## src/rtl/tbu_pkg.sv

```systemverilog
// tbu_pkg: shared widths, schedule lengths and FSM encoding for the traceback sequencer
package tbu_pkg;
  localparam int WD_STATE       = 8;
  localparam int WD_FSM         = 6;
  localparam int WD_RAM_DATA    = 1 << WD_STATE;
  localparam int WD_RAM_ADDRESS = WD_FSM;
  localparam int TRACE_DEPTH    = 32;
  localparam int DECODE_LEN     = 16;
  localparam int TBU_LAT        = 2;
  localparam int TOTAL          = TRACE_DEPTH + DECODE_LEN;
  localparam int WD_PHASE       = $clog2(DECODE_LEN);
  localparam int WD_FILL        = $clog2(TOTAL + 1);
  localparam int WD_CNT         = $clog2(TRACE_DEPTH > DECODE_LEN ? TRACE_DEPTH : DECODE_LEN);
  localparam logic [2:0] S_IDLE   = 3'd0;
  localparam logic [2:0] S_INIT   = 3'd1;
  localparam logic [2:0] S_TRACE  = 3'd2;
  localparam logic [2:0] S_DECODE = 3'd3;
  localparam logic [2:0] S_FLUSH  = 3'd4;
  localparam logic [2:0] S_DRAIN  = 3'd5;
  function automatic logic [WD_CNT-1:0] state_last(input logic [2:0] s);
    return s == S_TRACE ? WD_CNT'(TRACE_DEPTH - 1) :
           (s == S_DECODE || s == S_DRAIN) ? WD_CNT'(DECODE_LEN - 1) :
           s == S_FLUSH ? WD_CNT'(TBU_LAT - 1) : '0;
  endfunction
  function automatic logic [2:0] state_next(input logic [2:0] s);
    return s == S_INIT ? S_TRACE : s == S_TRACE ? S_DECODE : s == S_DECODE ? S_FLUSH :
           s == S_FLUSH ? S_DRAIN : S_IDLE;
  endfunction
endpackage

```

## src/rtl/tbu_sequencer_if.sv

```systemverilog
// tbu_sequencer_if: ACS / traceback-unit side signals of the sequencer
interface tbu_sequencer_if;
  import tbu_pkg::*;
  logic                i_SymValid;
  logic [WD_STATE-1:0] i_BestState;
  logic                i_DecodedData;
  logic [WD_FSM-1:0]   o_WrCol;
  logic [WD_FSM-1:0]   o_RdCol;
  logic                o_TB_EN;
  logic                o_Init;
  logic                o_Hold;
  logic [WD_STATE-1:0] o_InitState;
  logic                o_DecBit;
  logic                o_DecValid;
  logic                o_Busy;
  logic                o_Overrun;
  modport master (output i_SymValid, i_BestState, i_DecodedData,
                  input o_WrCol, o_RdCol, o_TB_EN, o_Init, o_Hold, o_InitState,
                        o_DecBit, o_DecValid, o_Busy, o_Overrun);
  modport slave (input i_SymValid, i_BestState, i_DecodedData,
                 output o_WrCol, o_RdCol, o_TB_EN, o_Init, o_Hold, o_InitState,
                        o_DecBit, o_DecValid, o_Busy, o_Overrun);
endinterface

```

## src/rtl/tbu_lifo.sv

```systemverilog
// tbu_lifo: 1-bit stack that turns newest-first decoded bits into time order
module tbu_lifo import tbu_pkg::*; #(
  parameter int DEPTH = DECODE_LEN
) (
  input  logic i_Clock,
  input  logic i_Reset,
  input  logic i_push,
  input  logic i_pop,
  input  logic i_din,
  output logic o_dout,
  output logic o_empty,
  output logic o_full
);
  localparam int WP = $clog2(DEPTH) + 1;
  logic [DEPTH-1:0] r_mem;
  logic [WP-1:0]    r_ptr;
  logic [WP-2:0]    w_top;
  assign w_top   = r_ptr[WP-2:0] - 1'b1;
  assign o_empty = r_ptr == '0;
  assign o_full  = r_ptr == WP'(DEPTH);
  // storage needs no reset; only the pointer defines what is valid
  always_ff @(posedge i_Clock)
    if (i_push) r_mem[r_ptr[WP-2:0]] <= i_din;
  // stack pointer and registered top-of-stack read
  always_ff @(posedge i_Clock or negedge i_Reset)
    if (!i_Reset) begin
      r_ptr  <= '0;
      o_dout <= 1'b0;
    end else if (i_push) begin
      r_ptr  <= r_ptr + 1'b1;
    end else if (i_pop) begin
      r_ptr  <= r_ptr - 1'b1;
      o_dout <= r_mem[w_top];
    end
endmodule

```

## src/rtl/tbu_sequencer.sv

```systemverilog
// tbu_sequencer: schedules traceback runs against the survivor RAM and reorders decoded bits
module tbu_sequencer import tbu_pkg::*; (
  input logic           i_Clock,
  input logic           i_Reset,
  tbu_sequencer_if.slave bus
);
  logic [WD_FSM-1:0]   r_wr_col, r_rd_col;
  logic [WD_FILL-1:0]  r_fill;
  logic [WD_PHASE-1:0] r_phase;
  logic [2:0]          r_state;
  logic [WD_CNT-1:0]   r_cnt;
  logic [WD_STATE-1:0] r_init_state;
  logic                r_overrun, r_dec_valid;
  logic [TBU_LAT-1:0]  r_hold_sr;
  logic w_trig, w_last, w_walk, w_hold, w_push, w_pop, w_empty, w_full, w_dout;
  assign w_trig = bus.i_SymValid && r_fill >= WD_FILL'(TOTAL - 1) &&
                  r_phase == WD_PHASE'(DECODE_LEN - 1);
  assign w_last = r_cnt == state_last(r_state);
  assign w_walk = r_state == S_INIT || r_state == S_TRACE || r_state == S_DECODE;
  assign w_hold = r_state == S_DECODE;
  assign w_push = r_hold_sr[TBU_LAT-1];
  assign w_pop  = r_state == S_DRAIN;
  assign bus.o_WrCol     = r_wr_col;
  assign bus.o_RdCol     = r_rd_col;
  assign bus.o_TB_EN     = w_walk || r_state == S_FLUSH;
  assign bus.o_Init      = r_state == S_INIT;
  assign bus.o_Hold      = w_hold;
  assign bus.o_InitState = r_init_state;
  assign bus.o_DecBit    = w_dout;
  assign bus.o_DecValid  = r_dec_valid;
  assign bus.o_Busy      = r_state != S_IDLE;
  assign bus.o_Overrun   = r_overrun;
  // ACS write tracking: column, saturating fill and decode phase advance per symbol
  always_ff @(posedge i_Clock or negedge i_Reset)
    if (!i_Reset) begin
      r_wr_col <= '0;
      r_fill   <= '0;
      r_phase  <= '0;
    end else if (bus.i_SymValid) begin
      r_wr_col <= r_wr_col + 1'b1;
      r_fill   <= r_fill == WD_FILL'(TOTAL) ? r_fill : r_fill + 1'b1;
      r_phase  <= r_phase == WD_PHASE'(DECODE_LEN - 1) ? '0 : r_phase + 1'b1;
    end
  // traceback schedule: start on trigger, walk RdCol backwards, drop triggers while busy
  always_ff @(posedge i_Clock or negedge i_Reset)
    if (!i_Reset) begin
      r_state      <= S_IDLE;
      r_cnt        <= '0;
      r_rd_col     <= '0;
      r_init_state <= '0;
      r_overrun    <= 1'b0;
    end else begin
      if (w_trig && r_state == S_IDLE) begin
        r_state      <= S_INIT;
        r_cnt        <= '0;
        r_rd_col     <= r_wr_col;
        r_init_state <= bus.i_BestState;
      end else if (r_state != S_IDLE) begin
        r_cnt <= w_last ? '0 : r_cnt + 1'b1;
        if (w_last) r_state <= state_next(r_state);
        if (w_walk) r_rd_col <= r_rd_col - 1'b1;
      end
      if (w_trig && r_state != S_IDLE) r_overrun <= 1'b1;
    end
  // capture alignment: Hold delayed by the traceback latency marks valid DecodedData
  always_ff @(posedge i_Clock or negedge i_Reset)
    if (!i_Reset) begin
      r_hold_sr   <= '0;
      r_dec_valid <= 1'b0;
    end else begin
      r_hold_sr   <= {r_hold_sr[TBU_LAT-2:0], w_hold};
      r_dec_valid <= w_pop && !w_empty;
    end
  tbu_lifo u_lifo (
    .i_Clock (i_Clock),
    .i_Reset (i_Reset),
    .i_push  (w_push && !w_full),
    .i_pop   (w_pop && !w_empty),
    .i_din   (bus.i_DecodedData),
    .o_dout  (w_dout),
    .o_empty (w_empty),
    .o_full  (w_full)
  );
endmodule

```

## src/flat_wrapper.sv

```systemverilog
// flat-port wrapper written by rule: the top's interface ports become plain ports
module tbu_sequencer_flat import tbu_pkg::*;
  (i_Clock, i_Reset, bus_i_SymValid, bus_i_BestState, bus_i_DecodedData, bus_o_WrCol, bus_o_RdCol, bus_o_TB_EN, bus_o_Init, bus_o_Hold, bus_o_InitState, bus_o_DecBit, bus_o_DecValid, bus_o_Busy, bus_o_Overrun);
  tbu_sequencer_if bus_i ();
  input logic i_Clock;
  input logic i_Reset;
  input wire logic [$bits(bus_i.i_SymValid)-1:0] bus_i_SymValid;
  input wire logic [$bits(bus_i.i_BestState)-1:0] bus_i_BestState;
  input wire logic [$bits(bus_i.i_DecodedData)-1:0] bus_i_DecodedData;
  output wire logic [$bits(bus_i.o_WrCol)-1:0] bus_o_WrCol;
  output wire logic [$bits(bus_i.o_RdCol)-1:0] bus_o_RdCol;
  output wire logic [$bits(bus_i.o_TB_EN)-1:0] bus_o_TB_EN;
  output wire logic [$bits(bus_i.o_Init)-1:0] bus_o_Init;
  output wire logic [$bits(bus_i.o_Hold)-1:0] bus_o_Hold;
  output wire logic [$bits(bus_i.o_InitState)-1:0] bus_o_InitState;
  output wire logic [$bits(bus_i.o_DecBit)-1:0] bus_o_DecBit;
  output wire logic [$bits(bus_i.o_DecValid)-1:0] bus_o_DecValid;
  output wire logic [$bits(bus_i.o_Busy)-1:0] bus_o_Busy;
  output wire logic [$bits(bus_i.o_Overrun)-1:0] bus_o_Overrun;
  assign bus_i.i_SymValid = bus_i_SymValid;
  assign bus_i.i_BestState = bus_i_BestState;
  assign bus_i.i_DecodedData = bus_i_DecodedData;
  assign bus_o_WrCol = bus_i.o_WrCol;
  assign bus_o_RdCol = bus_i.o_RdCol;
  assign bus_o_TB_EN = bus_i.o_TB_EN;
  assign bus_o_Init = bus_i.o_Init;
  assign bus_o_Hold = bus_i.o_Hold;
  assign bus_o_InitState = bus_i.o_InitState;
  assign bus_o_DecBit = bus_i.o_DecBit;
  assign bus_o_DecValid = bus_i.o_DecValid;
  assign bus_o_Busy = bus_i.o_Busy;
  assign bus_o_Overrun = bus_i.o_Overrun;
  tbu_sequencer u_core (.i_Clock(i_Clock), .i_Reset(i_Reset), .bus(bus_i));
endmodule
```

## config.mk

```make
export PLATFORM = sky130hd
export DESIGN_NAME = tbu_sequencer_flat
export DESIGN_NICKNAME = d
export VERILOG_FILES = /design/src/rtl/tbu_pkg.sv /design/src/rtl/tbu_sequencer_if.sv /design/src/rtl/tbu_lifo.sv /design/src/rtl/tbu_sequencer.sv /design/src/flat_wrapper.sv
export SDC_FILE = /design/constraint.sdc
export NUM_CORES = 1
export LEC_CHECK = 0
export ABC_AREA = 1
export CAP_MARGIN = 20
export CORE_ASPECT_RATIO = 1.2
export CORE_MARGIN = 2
export CORE_UTILIZATION = 35
export CTS_CLUSTER_SIZE = 25
export DETAILED_ROUTE_END_ITERATION = 8
export GPL_TIMING_DRIVEN = 0
export PLACE_DENSITY = 0.53
export SYNTH_ARGS = -nofsm -noshare
export SYNTH_HDL_FRONTEND = slang
export SYNTH_SLANG_ARGS = --single-unit
```

## constraint.sdc

```tcl
create_clock -name i_Clock -period 1.9 [get_ports i_Clock]
set_input_delay 0.57 -clock i_Clock [delete_from_list [all_inputs] [get_ports i_Clock]]
set_output_delay 0.57 -clock i_Clock [all_outputs]
set_load 0.02 [all_outputs]
```

==> flow_summary_export.csv <==
group,metric,value,unit
layout,area_growth_syn_to_layout,30.2,%
logic_synthesis,synth-seq-area-share,50.8,%
logic_synthesis,number_of_flops_mapped_to_enable_cells_by_yosys,16,
logic_synthesis,synth_top_cell_by_area,"dfrtp_1",
drt,routed_wire_length_per_instance,12.6,um
clocking,cts.root.buffer_cell,"clkbuf_8",
grt,grt_first_pass_wirelength,12300,um
layout,leading_cell_type_in_the_layout_fill_and_taps_excluded,"nand2_1",
worst_setup_path,critical_path_required,2180,ps
layout,layout.cells.most_common_list,"nand2_1, dfrtp_1, nor2_1",
worst_setup_path,arr_time_crit_path,2160,ps
timing,finalClockSkew,12.8,ps
clocking,cts_tree,"done",
logic_synthesis,synth_nets,397,
drt,highest-signal-layer,"met4",
run,max-cap-violations,0,
hold_path,min_path_type,"input pin to async pin",
placement,dp_slack,-370,ps
logic_synthesis,ys_warn_count,0,
logic_synthesis,post_synth_num_cell_types,38,
die,std_cell_rows,38,
logic_synthesis,synthCells,370,
timing,setup-violations-final,0,
worst_setup_path,timing.setup.critical_path_class,"flip-flop to flip-flop",
outcome,run_status,"finished clean",
placement,dpl.hpwl,5130,um
worst_setup_path,worstSetupStartpointType,"flip-flop",
timing,slew-limit-headroom,62.7,%
die,core,9130,um2
drt,detailroute.via_count,2608,
worst_setup_path,crit_fanout,7,
timing,drv_slew,0,
drt,vias_per_cell,4.64,
grt,global_route.usage.total,15.2,%
clocking,cts_max_path_buffers,2,
drt,drt-pass1-iter-count,4,
logic_synthesis,postSynth.topFlopCell,"dfrtp_1",
logic_synthesis,avgSynthCellArea,8.95,um2
drt,detailroute.wirelength.met3,174,um
drt,routed_wirelength,7100,um
drt,drcViolationCount,0,
die,die_y,111,um
grt,number_of_antenna_violations_at_the_first_check_in_global_routing,0,
layout,final_net_count,464,
die,chipWidth,92.8,um
layout,insertedDiodeCount,0,
die,num_io_pins,39,
logic_synthesis,ys_ff_latch,64,
pwr,power,0.00596,W
logic_synthesis,synthTopCellsByArea,"dfrtp_1, edfxtp_1, nand2_1",
grt,grt_pass1_vias,2694,
clocking,clock_insertion_delay_worst_skew,360,ps
timing,finalHoldViolCount,0,
logic_synthesis,synth_top_area_share,36.3,%
drt,routedLengthMet1,3200,um
drt,wl_met2,3550,um
clocking,htreeDepth,3,
timing,rsz0062_at_grt,"yes",
timing,worst-slew-pin-transition,560,ps
pwr,areal_power_density_over_the_cells,1380,nW/um2
grt,grt_max_degree,27,
clocking,number_of_sinks_driven_by_the_clock_tree,64,
grt,globalRoute.totalOverflow,0,
drt,drt-initial-drc-count,65,
pwr,power.leakage,2.13,nW
timing,min_period,1880,ps
timing,maxClockFrequency,0.532,GHz
placement,io_buffer_count,38,
worst_setup_path,crit_path_end_kind,"flip-flop",
die,dieArea,10300,um2
clocking,clk_pin_slew_worst_paths,70,ps
timing,worst_path_setup_slack_after_routing,19.9,ps
clocking,cts_buffers,9,
timing,layout_worst_path_cycle_share,99.0,%
logic_synthesis,async_flop_share,75.0,%
placement,gp_congestion,0.785,
die,initial_utilization,36.3,%
logic_synthesis,synth_area,3310,um2
drt,drt.antenna.violating_nets,0,
pwr,irDropWorstVdd,0.878,mV
layout,layout-drive-gt1-share,17.9,%
==> final cells by class <==
class                      instances  area, um2
inverter                          44        183
sequential                        64       1690
timing repair buffer              56        528
buffer                             5       42.5
multi-input combinational        257       1530
fill                             929       4820
clock inverter                     5       57.6
tap                              120        150
clock buffer                      11        131
==> cells in the mapped netlist (all sizes together) (2+ instances only) <==
master and number:
a21oi 6, buf 4, dfrtp 48, edfxtp 16, ha 14, inv 43, nand2 83, nand3 41
nand4 6, nor2 46, nor3 5, o211ai 4, o21ai 22, o21bai 2, or2 2, xnor2 4
xor2 14
==> worst max-delay path: stages, from the launching register on <==
cell and delay [ps]:
dfrtp_2 390, clkinv_4 60, ha_4 170, nand2_4 60
o21ai_4 60, buf_12 140, fa_2 350, and3_4 160
nor2_4 100, nand2_1 50, o21ai_1 90, xor2_1 150
==> registers in the layout, summed over array words and instances (netlist names), 2 cells and up <==
name,count
u_core.r_phase,4
u_core.r_state,3
u_core.r_fill,6
u_core.bus.o_RdCol,6
u_core.bus.o_WrCol,6
u_core.u_lifo.r_ptr,5
u_core.r_hold_sr,2
u_core.r_cnt,5
u_core.u_lifo.r_mem,16
u_core.bus.o_InitState,8
==> final timing paths <==
kind	slack (ps)	from	end	cells after the start
max in group asynchronous	1140	i_Reset	u_core.r_state[1]	2
worst min-delay path	210	i_Reset	u_core.bus.o_WrCol[2]	1
worst max-delay path	20	u_core.u_lifo.r_ptr[0]	u_core.u_lifo.r_ptr[4]	11
min in group i_Clock	350	u_core.r_hold_sr[0]	u_core.r_hold_sr[1]	0
worst max register to register	20	u_core.u_lifo.r_ptr[0]	u_core.u_lifo.r_ptr[4]	11
worst min register to register	350	u_core.r_hold_sr[0]	u_core.r_hold_sr[1]	0
==> logic make-up (layout without fill, tap and decap cells) <==
kind of cell | after synthesis | after routing | synth area share [%]
buffers and inverters | 49 | 121 | 6.16
AOI/OAI and AO/OA | 37 | 37 | 6.57
xor gates and xnor gates | 18 | 18 | 4.76
adders and majority gates | 15 | 15 | 5.89
DFF | 64 | 64 | 50.8
muxes | 2 | 2 | 0.642
and+or+nand+nor | 185 | 185 | 25.2
==> what timing repair did <==
| item | 4_1_cts | 5_1_grt |
|---|---|---|
| hold endpoints to repair | 0 | 0 |
| buffers inserted | 12 | 5 |
| hold buffers | 0 | 0 |
| endpoints found under the setup margin | 25 | 25 |
| pin swaps | 8 | 3 |
| gates resized for setup | 61 | 13 |
| cloned | 0 | 0 |
==> per-layer routing <==
layer	track usage, %	vias up
li1	-	1350
met1	18.4	1215
met2	25.5	29
met3	3.21	14
met4	7.35	0
met5	0	-
==> where the power goes <==
group | leakage [nW] | internal (W) | switching [W]
clock | 0.0872 | 0.000604 | 0.000544
combinational | 1.31 | 0.00111 | 0.00153
sequential | 0.739 | 0.00181 | 0.000366
total | 2.13 | 0.00352 | 0.00244
==> per-stage QoR <==
stage	std cells	hold WS, ps	utilization, %	area [um2]	TNS, ps
2_1_floorplan	370	274	-	3360	-127
3_3_place_gp	528	335	42.6	3890	-67040
3_5_place_dp	529	341	42.7	3900	-7800
4_1_cts	557	210	46.4	4240	0
5_1_grt	562	237	47.2	4310	-155
6_report	562	207	47.2	4310	0
Note: power is estimated with default switching activity, not from simulation.
